[config.mk]
export PLATFORM = sky130hd
export DESIGN_NAME = z80_bus_bridge
export DESIGN_NICKNAME = d
export VERILOG_FILES = /design/src/rtl/z80_bus_pkg.sv /design/src/rtl/z80_strobe_decode.sv /design/src/rtl/z80_bus_bridge.sv
export SDC_FILE = /design/constraint.sdc
export NUM_CORES = 1
export LEC_CHECK = 0
export BUFFER_PORTS_ARGS = -buffer_cell sky130_fd_sc_hd__buf_2
export CORE_ASPECT_RATIO = 1.25
export CORE_UTILIZATION = 50
export DETAILED_ROUTE_END_ITERATION = 8
export GPL_TIMING_DRIVEN = 0
export HOLD_SLACK_MARGIN = 0.15
export PLACE_DENSITY = 0.85
export SLEW_MARGIN = 20
export SYNTH_ARGS = -nofsm -noshare
export SYNTH_HDL_FRONTEND = slang
export SYNTH_SLANG_ARGS = --single-unit
export TNS_END_PERCENT = 5
[constraint.sdc]
create_clock -name clk -period 3.9 [get_ports clk]
set_input_delay 0.195 -clock clk [delete_from_list [all_inputs] [get_ports clk]]
set_output_delay 0.195 -clock clk [all_outputs]
set_load 0.02 [all_outputs]
[src/rtl/z80_bus_pkg.sv]
// rtl/z80_bus_pkg.sv - shared encodings and defaults for the Z80 bus bridge
package z80_bus_pkg;

   typedef enum logic [1:0] {
      ST_IDLE = 2'd0,
      ST_REQ  = 2'd1,
      ST_WS   = 2'd2,
      ST_DONE = 2'd3
   } state_t;

   typedef enum logic {
      SP_MEM = 1'b0,
      SP_IO  = 1'b1
   } space_t;

   // Value the CPU sees on an unanswered read (floating Z80 data bus)
   localparam logic [7:0] BUS_IDLE_DATA = 8'hFF;

   localparam int DEF_MIN_WAIT = 0;
   localparam int DEF_TIMEOUT  = 255;

endpackage

[src/rtl/z80_strobe_decode.sv]
// rtl/z80_strobe_decode.sv - Z80 strobe decode and re-arm register; intack_det port under Z80_INTACK_EN
module z80_strobe_decode
   import z80_bus_pkg::*;
(
   input  logic   clk,
   input  logic   reset_n,
   input  logic   idle,
   input  logic   mreq_n,
   input  logic   iorq_n,
   input  logic   rd_n,
   input  logic   wr_n,
   input  logic   m1_n,
   input  logic   rfsh_n,
`ifdef Z80_INTACK_EN
   output logic   intack_det,
`endif
   output logic   bus_quiet,
   output logic   start,
   output space_t space,
   output logic   we
);

   logic armed;
   logic intack_cyc;

   // All four strobes released: the CPU is between bus cycles
   assign bus_quiet  = mreq_n & iorq_n & rd_n & wr_n;

   // Interrupt acknowledge is signalled by M1 together with IORQ
   assign intack_cyc = ~m1_n & ~iorq_n;

   assign start = armed & idle & rfsh_n & ~intack_cyc
                & (~rd_n | ~wr_n) & ((~mreq_n) ^ (~iorq_n));

   assign space = mreq_n ? SP_IO : SP_MEM;
   assign we    = ~wr_n;

`ifdef Z80_INTACK_EN
   assign intack_det = armed & idle & intack_cyc;
`endif

   // Only arm after a quiet bus so strobes held across reset never start a cycle
   always_ff @(posedge clk) begin
      if (!reset_n)
         armed <= 1'b0;
      else if (bus_quiet)
         armed <= 1'b1;
   end

endmodule

[src/rtl/z80_bus_bridge.sv]
// rtl/z80_bus_bridge.sv - Z80 bus cycle to req/ack bridge; Z80_INTACK_EN adds int_vec/intack
module z80_bus_bridge
   import z80_bus_pkg::*;
#(
   parameter int MIN_WAIT  = DEF_MIN_WAIT,
   parameter int TIMEOUT   = DEF_TIMEOUT,
   parameter int IO_ADDR_W = 8
)
(
   input  logic                 clk,
   input  logic                 reset_n,
   input  logic                 mreq_n,
   input  logic                 iorq_n,
   input  logic                 rd_n,
   input  logic                 wr_n,
   input  logic                 m1_n,
   input  logic                 rfsh_n,
   input  logic [15:0]          A,
   input  logic [7:0]           cpu_dout,
   output logic [7:0]           cpu_din,
   output logic                 wait_n,
   output logic                 mem_req,
   output logic                 mem_we,
   output logic [15:0]          mem_addr,
   output logic [7:0]           mem_wdata,
   input  logic                 mem_ack,
   input  logic [7:0]           mem_rdata,
   output logic                 io_req,
   output logic                 io_we,
   output logic [IO_ADDR_W-1:0] io_addr,
   output logic [7:0]           io_wdata,
   input  logic                 io_ack,
   input  logic [7:0]           io_rdata,
`ifdef Z80_INTACK_EN
   input  logic [7:0]           int_vec,
   output logic                 intack,
`endif
   output logic                 bus_err,
   input  logic                 err_clr
);

   state_t      state_q, state_d;
   space_t      space_q, space_c;
   logic        we_q, we_c;
   logic [15:0] addr_q;
   logic [7:0]  wdata_q;
   logic [7:0]  tmo_q;
   logic [3:0]  ws_q;
   logic        start, bus_quiet;
   logic        ack;
   logic [7:0]  ack_data;
   logic        req_ack, req_tmo;
`ifdef Z80_INTACK_EN
   logic        intack_det;
`endif

   z80_strobe_decode u_decode (
      .clk        (clk),
      .reset_n    (reset_n),
      .idle       (state_q == ST_IDLE),
      .mreq_n     (mreq_n),
      .iorq_n     (iorq_n),
      .rd_n       (rd_n),
      .wr_n       (wr_n),
      .m1_n       (m1_n),
      .rfsh_n     (rfsh_n),
`ifdef Z80_INTACK_EN
      .intack_det (intack_det),
`endif
      .bus_quiet  (bus_quiet),
      .start      (start),
      .space      (space_c),
      .we         (we_c)
   );

   // Next-state: ack beats timeout; one transaction per CPU bus cycle
   always_comb begin
      state_d  = state_q;
      ack      = (space_q == SP_MEM) ? mem_ack : io_ack;
      ack_data = (space_q == SP_MEM) ? mem_rdata : io_rdata;
      req_ack  = 1'b0;
      req_tmo  = 1'b0;
      case (state_q)
         ST_IDLE: begin
`ifdef Z80_INTACK_EN
            if (intack_det)
               state_d = ST_DONE;
            else
`endif
            if (start)
               state_d = ST_REQ;
         end
         ST_REQ: begin
            if (ack) begin
               req_ack = 1'b1;
               state_d = (MIN_WAIT > 0) ? ST_WS : ST_DONE;
            end else if (tmo_q == 8'(TIMEOUT - 1)) begin
               req_tmo = 1'b1;
               state_d = ST_DONE;
            end
         end
         ST_WS: begin
            if (ws_q == 4'(MIN_WAIT - 1))
               state_d = ST_DONE;
         end
         ST_DONE: begin
            if (bus_quiet)
               state_d = ST_IDLE;
         end
         default: state_d = ST_IDLE;
      endcase
   end

   // State register
   always_ff @(posedge clk) begin
      if (!reset_n)
         state_q <= ST_IDLE;
      else
         state_q <= state_d;
   end

   // Latch the cycle at start, run the counters, capture read data and errors
   always_ff @(posedge clk) begin
      if (!reset_n) begin
         space_q <= SP_MEM;
         we_q    <= 1'b0;
         addr_q  <= '0;
         wdata_q <= '0;
         tmo_q   <= '0;
         ws_q    <= '0;
         cpu_din <= BUS_IDLE_DATA;
         bus_err <= 1'b0;
      end else begin
         if (start) begin
            space_q <= space_c;
            we_q    <= we_c;
            addr_q  <= A;
            wdata_q <= cpu_dout;
         end
         tmo_q <= (state_q == ST_REQ) ? tmo_q + 8'd1 : 8'd0;
         ws_q  <= (state_q == ST_WS)  ? ws_q + 4'd1  : 4'd0;
         if (req_ack && !we_q)
            cpu_din <= ack_data;
         else if (req_tmo)
            cpu_din <= BUS_IDLE_DATA;
`ifdef Z80_INTACK_EN
         else if (intack_det)
            cpu_din <= int_vec;
`endif
         if (req_tmo)
            bus_err <= 1'b1;
         else if (err_clr)
            bus_err <= 1'b0;
      end
   end

`ifdef Z80_INTACK_EN
   // One-cycle acknowledge pulse aligned with the vector landing on cpu_din
   always_ff @(posedge clk) begin
      if (!reset_n)
         intack <= 1'b0;
      else
         intack <= intack_det;
   end
`endif

   assign mem_req   = (state_q == ST_REQ) && (space_q == SP_MEM);
   assign io_req    = (state_q == ST_REQ) && (space_q == SP_IO);
   assign mem_we    = we_q && (space_q == SP_MEM);
   assign io_we     = we_q && (space_q == SP_IO);
   assign mem_addr  = addr_q;
   assign io_addr   = addr_q[IO_ADDR_W-1:0];
   assign mem_wdata = wdata_q;
   assign io_wdata  = wdata_q;
   assign wait_n    = ~(start | (state_q == ST_REQ) | (state_q == ST_WS));

endmodule

==> flow_metrics.tcl, run 1 <==
set metrics [dict create \
    maxCapViolations 0 \
    root_buffer "clkbuf_8" \
    synth_nets 323 \
    fin_crit_ns 2.57 \
    n_fill_cell 349 \
    diodes 0 \
    hold_violations 0 \
    slew_headroom 0.429 \
    clockBufferDepth 2 \
    postLayoutCellArea_um2 3230 \
    num_vias 2259 \
    rsz0062_at_grt "no" \
    hold_path_startpoint "A[8]" \
    p_leak_nw 1.49 \
    power.density_nw_per_um2 336 \
    first_global_vias 2142 \
    ys_warn_count 0 \
    cts_resized 0 \
    drtAntennaViolNets 0 \
    core-area_um2 4430 \
    layout-drive-gt1-share 0.334 \
    critical_path.top_delay_family "buffers and inverters" \
    viasPerCell 4.95 \
    muxShareOfSynthArea 0.0544 \
    die-area_um2 4870 \
    die_h_um 77.8 \
    synth_adder_area_share 0.0490 \
    cp.required_ns 3.70 \
    drt_first_pass_iters 4 \
    crit_start "state_q[0]" \
    multi_input_area_um2 1090 \
    outcome "completed" \
    grt_pass1_wl_mm 9.35 \
    yosysSeqAreaShare 0.435 \
    numCtsBuffers 5 \
    regArea_um2 1000 \
    portBuffers 104 \
    cts_tree "built" \
    fin_util 0.730 \
    grt_usage 0.242 \
    startpoint_type "flip-flop" \
    holdPathEnd "mem_addr[8]" \
    gr-total-overflow 0 \
    crit_slowest_cell "clkbuf_1" \
    fin_crit_sh 0.658 \
    drtIter0Drc 93 \
    place_area_um2 2890 \
    synth_cells 263 \
    drv_slew 0 \
    ys_ff_latch 50 \
    crit_type "reg2out" \
    synth_compound_area_frac 0.162 \
    worst_r2r_path_depth 8 \
    cp_common_cell "buf_2" \
    boundaryPins 105 \
    finClkSkew_ns 0.0128 \
    layout_common_cells "buf_2, nand2_1, dfxtp_1, a21boi_0, dlygate4sd3_1" \
    drc_errors 0 \
    crit_chain "inv_1 -> ha_1 -> nand4_1 -> a211oi_1 -> clkbuf_1 -> buf_2 -> nor3_1 -> buf_2" \
    critPathMaxStageDelay_ns 0.41 \
    yosys.cell_types.count 32 \
    fin_total_pwr_w 0.00109 \
    area_growth_pct 40.6 \
    final_cells 456 \
    std_cell_rows 27 \
    cp.buffers_inverters 4 \
    fp.dieW_um 62.6 \
    dp.cells 425 \
    wl_mm 5.69 \
    worstHoldPathType "in2reg" \
    worst_pin_slew_ns 0.850 \
    htree_levels 2 \
    r2r-start "state_q[0]" \
    synthSimpleGateAreaFrac 0.182 \
    worst-r2r-setup-slack_ns 1.68 \
    setup_violations 0 \
    arrival_ns 2.37 \
    clkTransAtPathRegs_ns 0.09 \
    crit_fanout 10 \
    ir_worst_vdd_mv 0.290 \
    initial_utilization 0.519 \
    grt_max_degree 16 \
    critPathCaptureType "output port" \
    routedWlPerCell_um 12.5 \
    antenna_found_initial 0 \
    tns_ns 0 \
    avgSynthCellArea_um2 8.74 \
    synth-xor-area-share 0.0267 \
    timing.rr.end "mem_addr[0]" \
    num-nets-final 457 \
    max_freq_mhz 390 \
    insertion_delay_ns 0.31 \
    gp_congestion 0.780 \
    hpwl_mm 3.78 \
    mostFrequentLayoutCell "buf_2" \
    cts.sinks 50 \
    synthesis.area_um2 2300 \
    synth_top_family_by_area "simple AND/OR/NAND/NOR gates" \
    min_path_cells 3 \
]
## layer usage
layer  GRT usage  part of all wire
met5           0                 0
met4       0.114             0.025
met3      0.0338             0.029
met2       0.445              0.54
met1       0.270              0.40
## synthesized netlist by cell type
cell type,count,share of area
o211ai_1,2,0.0065
dfxtp_1,50,0.44
ha_1,9,0.049
nand4_1,2,0.0054
xor2_1,3,0.011
mux2i_1,11,0.048
and3_1,2,0.0054
buf_2,2,0.0044
mux2_4,1,0.0065
nor2b_1,2,0.0054
a22oi_1,1,0.0033
or4_4,1,0.0049
nor2_1,12,0.020
buf_1,1,0.0016
a211oi_1,1,0.0033
nor3_1,3,0.0065
a211o_1,1,0.0038
clkbuf_1,8,0.013
nand2b_1,2,0.0054
nand3_1,6,0.013
o21ai_0,1,0.0022
a21boi_0,27,0.088
a21oi_1,9,0.020
inv_1,6,0.0098
a22o_1,8,0.030
or3_1,1,0.0027
xnor2_1,4,0.015
nand2_1,66,0.11
buf_6,2,0.0098
o211a_1,1,0.0044
and2_1,2,0.0054
buf_4,16,0.052
## worst max-delay path by stage
| stage | endpoint | slack (ns) | cells after the start |
|---|---|---|---|
| global route | wait_n | 1.11 | 8 |
| detailed placement | wait_n | 1.72 | 8 |
| floorplan | wait_n | 2.06 | 7 |
| finish | wait_n | 1.33 | 8 |
| global placement | wait_n | 1.76 | 8 |
| CTS | wait_n | 1.34 | 8 |
## flip-flops by register name, summed over array words and instances (netlist names)
| name | flops |
|---|---|
| mem_addr | 16 |
| cpu_din | 8 |
| io_wdata | 8 |
| tmo_q | 8 |
| ws_q | 4 |
| state_q | 2 |
| bus_err | 1 |
| space_q | 1 |
| u_decode.armed | 1 |
| we_q | 1 |
## per-stage QoR
stage | worst slack (ns) | hold WS, ns
finish | 1.33 | 0.156
global route | 1.11 | 0.165
CTS | 1.34 | 0.156
detailed placement | 1.72 | 0.446
global placement | 1.76 | 0.431
floorplan | 2.06 | 0.340
## layout make-up
cell class,count,area share
flip-flops and latches,50,0.310
clock buffers,6,0.0225
plain buffers,29,0.0577
clock inverters,2,0.0116
inverters,6,0.00697
repair buffers,127,0.232
well taps,58,0.0225
multi-input cells,178,0.337
## power by group
| group | leakage (nW) | switching, W | internal (W) |
|---|---|---|---|
| registers | 0.404 | 0.0000148 | 0.000529 |
| clock network | 0.0514 | 0.000171 | 0.000191 |
| logic | 1.03 | 0.0000928 | 0.0000871 |
| total | 1.49 | 0.000278 | 0.000808 |
## what timing repair did
item,4_1_cts,5_1_grt
hold buffers,23,0
hold endpoints to repair,23,0
setup buffers,0,0
## cells by family after synthesis
group | count (synthesis)
simple gates | 99
compound gates | 51
flops | 50
buf+inv | 35
mux | 12
fa+ha+maj | 9
xor+xnor | 7
## worst register-to-register path, cell delays in order (launching register included)
cell and delay, ns:
dfxtp_1 0.37, inv_1 0.11, ha_1 0.18, nand4_1 0.12, a211oi_1 0.34, clkbuf_1 0.41, buf_2 0.31, nand2_1 0.08
a21boi_0 0.22
(Power assumes the default switching activity.)
==> run 2: changes to the inputs <==
ABC_AREA = 1   (was unset)
CORE_UTILIZATION = 46   (was 50)
PLACE_DENSITY = 0.79   (was 0.85)
clock period = 2.4 ns   (was 3.9 ns; I/O delays follow)
==> flow_metrics.tcl, run 2 <==
set metrics [dict create \
    outcome "completed" \
    routed.top_layer "met4" \
    cts_tree "built" \
    fin_crit_sh 0.863 \
    routedWlPerCell_um 11.6 \
    insertion_delay_ns 0.30 \
    multi_input_area_um2 953 \
    yosysTopAreaCellShare 0.454 \
    p_leak_nw 1.58 \
    htree_levels 2 \
    cp.required_ns 2.28 \
    hpwl_mm 3.96 \
    tns_ns 0 \
    boundaryPins 105 \
    ys_ff_latch 50 \
    diodes 0 \
    clkTransAtPathRegs_ns 0.09 \
    fin_util 0.703 \
    regArea_um2 1000 \
    drv_slew 0 \
    synth_cells 302 \
    min_path_cells 5 \
    synth_edf_count 0 \
    synth_area_leaders "dfxtp_1, nor2_1, o21ai_0" \
    arrival_ns 1.95 \
    rsz0062_at_grt "no" \
    root_buffer "clkbuf_8" \
    ctsHoldBuffers 27 \
    drc_errors 0 \
    ir_worst_vdd_mv 0.673 \
    worst_pin_slew_ns 0.439 \
    met1_length_mm 2.27 \
    setup_violations 0 \
    fin_crit_ns 2.07 \
    portBuffers 104 \
    antenna_found_initial 0 \
    crit_slowest_cell "dfxtp_1" \
    synth_nets 362 \
    mostFrequentLayoutCell "buf_2" \
    cts_setup_buffers 0 \
    cts.sinks 50 \
    ys_warn_count 0 \
    yosysSeqAreaShare 0.454 \
    hold_violations 0 \
    crit_type "reg2out" \
    drtAntennaViolNets 0 \
    drt_first_pass_iters 6 \
    critPathCaptureType "output port" \
    worst-r2r-setup-slack_ns 0.67 \
    crit_chain "inv_1 -> ha_1 -> nand2_1 -> nor2_1 -> nand2_2 -> inv_2 -> buf_4 -> nor3_1 -> buf_2" \
    first_global_vias 2296 \
    numCtsBuffers 5 \
    layout-drive-gt1-share 0.313 \
    initial_utilization 0.491 \
    wl_met3_um 253 \
    gr-total-overflow 0 \
    r2r-start "state_q[0]" \
    grt_pass1_wl_mm 9.45 \
    std_cell_rows 27 \
    num_vias 2347 \
    maxCapViolations 0 \
    grt_max_degree 16 \
    drtIter0Drc 130 \
    fp.dieW_um 64.0 \
    critical_path.top_delay_family "buffers and inverters" \
    cp.buffers_inverters 4 \
    worst_r2r_path_depth 8 \
    cts_resized 0 \
    synth_most_common_cell "nor2_1" \
    n_fill_cell 371 \
    async_flop_share 0 \
    clockBufferDepth 2 \
    timing.rr.end "io_wdata[6]" \
    synthesis.area_um2 2210 \
    wl_mm 5.78 \
    slew_headroom 0.708 \
    crit_fanout 10 \
    synth_commonest_cells "nor2_1, dfxtp_1, nand2_1" \
    core-area_um2 4490 \
    die-area_um2 5080 \
    viasPerCell 4.70 \
    grt_usage 0.236 \
    worstHoldPathType "in2reg" \
    yosys.area.top_type "dfxtp_1" \
    layout_common_cells "buf_2, nor2_1, dfxtp_1, nand2_1, o21ai_0" \
    critPathMaxStageDelay_ns 0.42 \
    yosys.cell_types.count 21 \
    largest_reg_flops 16 \
    num-nets-final 500 \
    max_freq_mhz 483 \
    startpoint_type "flip-flop" \
    dr_wl_met2_mm 3.07 \
    power.density_nw_per_um2 567 \
    finClkSkew_ns 0.00765 \
    avgSynthCellArea_um2 7.31 \
    area_growth_pct 43.0 \
    synth_flop_cell "dfxtp_1" \
    gp_congestion 0.757 \
    holdPathEnd "cpu_din[2]" \
    hold_path_startpoint "io_rdata[2]" \
    die_h_um 79.4 \
]
## run 2: changes by cell type in the layout (fill, tap and decap cells not counted), moves of 11 or more
cell      before  now
a21boi_0      27    0
inv_1          6   21
mux2i_1       11    0
nand2_1       66   38
nor2_1        12   85
o21ai_0        1   35
## run 2: where the power goes
| group | switching, W | total [W] | internal, W |
|---|---|---|---|
| Combinational | 0.000238 | 0.000407 | 0.000169 |
| Clock | 0.000273 | 0.000479 | 0.000206 |
| Sequential | 0.0000338 | 0.000905 | 0.000871 |
## run 2: logic make-up after synthesis
group	after synthesis	share of synthesized area
fa+ha+maj	9	0.0510
flops	50	0.454
buf+inv	49	0.115
simple gates	141	0.256
xor+xnor	3	0.0119
compound gates	50	0.113
## run 2: worst max-delay path by stage
stage | from | endpoint | slack, ns | depth (start not counted)
final | state_q[0] | wait_n | 0.33 | 9
after global routing | state_q[0] | wait_n | 0.17 | 9
after CTS | state_q[0] | wait_n | 0.31 | 9
after detailed placement | state_q[0] | wait_n | 0.66 | 9
after global placement | state_q[0] | wait_n | 0.66 | 9
after floorplan | state_q[0] | wait_n | 0.73 | 8
## run 2: metal layers
metal	up-vias	global-route usage
met1	1044	0.240
met3	16	0.0357
li1	1211	-
met4	0	0.118
met2	76	0.459
met5	-	0
## run 2: worst min-delay path: cells and delay by family
family / cells / cell delay [ns]
AO/OA/AOI/OAI: 2 / 0.18
buffers and inverters: 1 / 0.07
AND/OR/NAND/NOR: 2 / 0.08
## run 2: through the flow
stage | total power (W) | worst slack [ns] | cells | hold WS, ns | instance area (um^2)
after global placement | 0.00128 | 0.663 | 464 | 0.346 | 2800
final | 0.00179 | 0.330 | 499 | 0.186 | 3160
after floorplan | 0.00116 | 0.729 | 302 | 0.210 | 2210
after CTS | 0.00180 | 0.311 | 499 | 0.176 | 3160
after detailed placement | 0.00129 | 0.665 | 464 | 0.347 | 2800
after global routing | 0.00189 | 0.167 | 499 | 0.210 | 3160
## run 2: final cells by class
cell class / count / share of cell area
clock buffers: 6 / 0.0230
multi-input cells: 203 / 0.302
inverters: 24 / 0.0285
repair buffers: 131 / 0.250
well taps: 58 / 0.0230
flip-flops and latches: 50 / 0.317
clock inverters: 2 / 0.00436
plain buffers: 25 / 0.0515
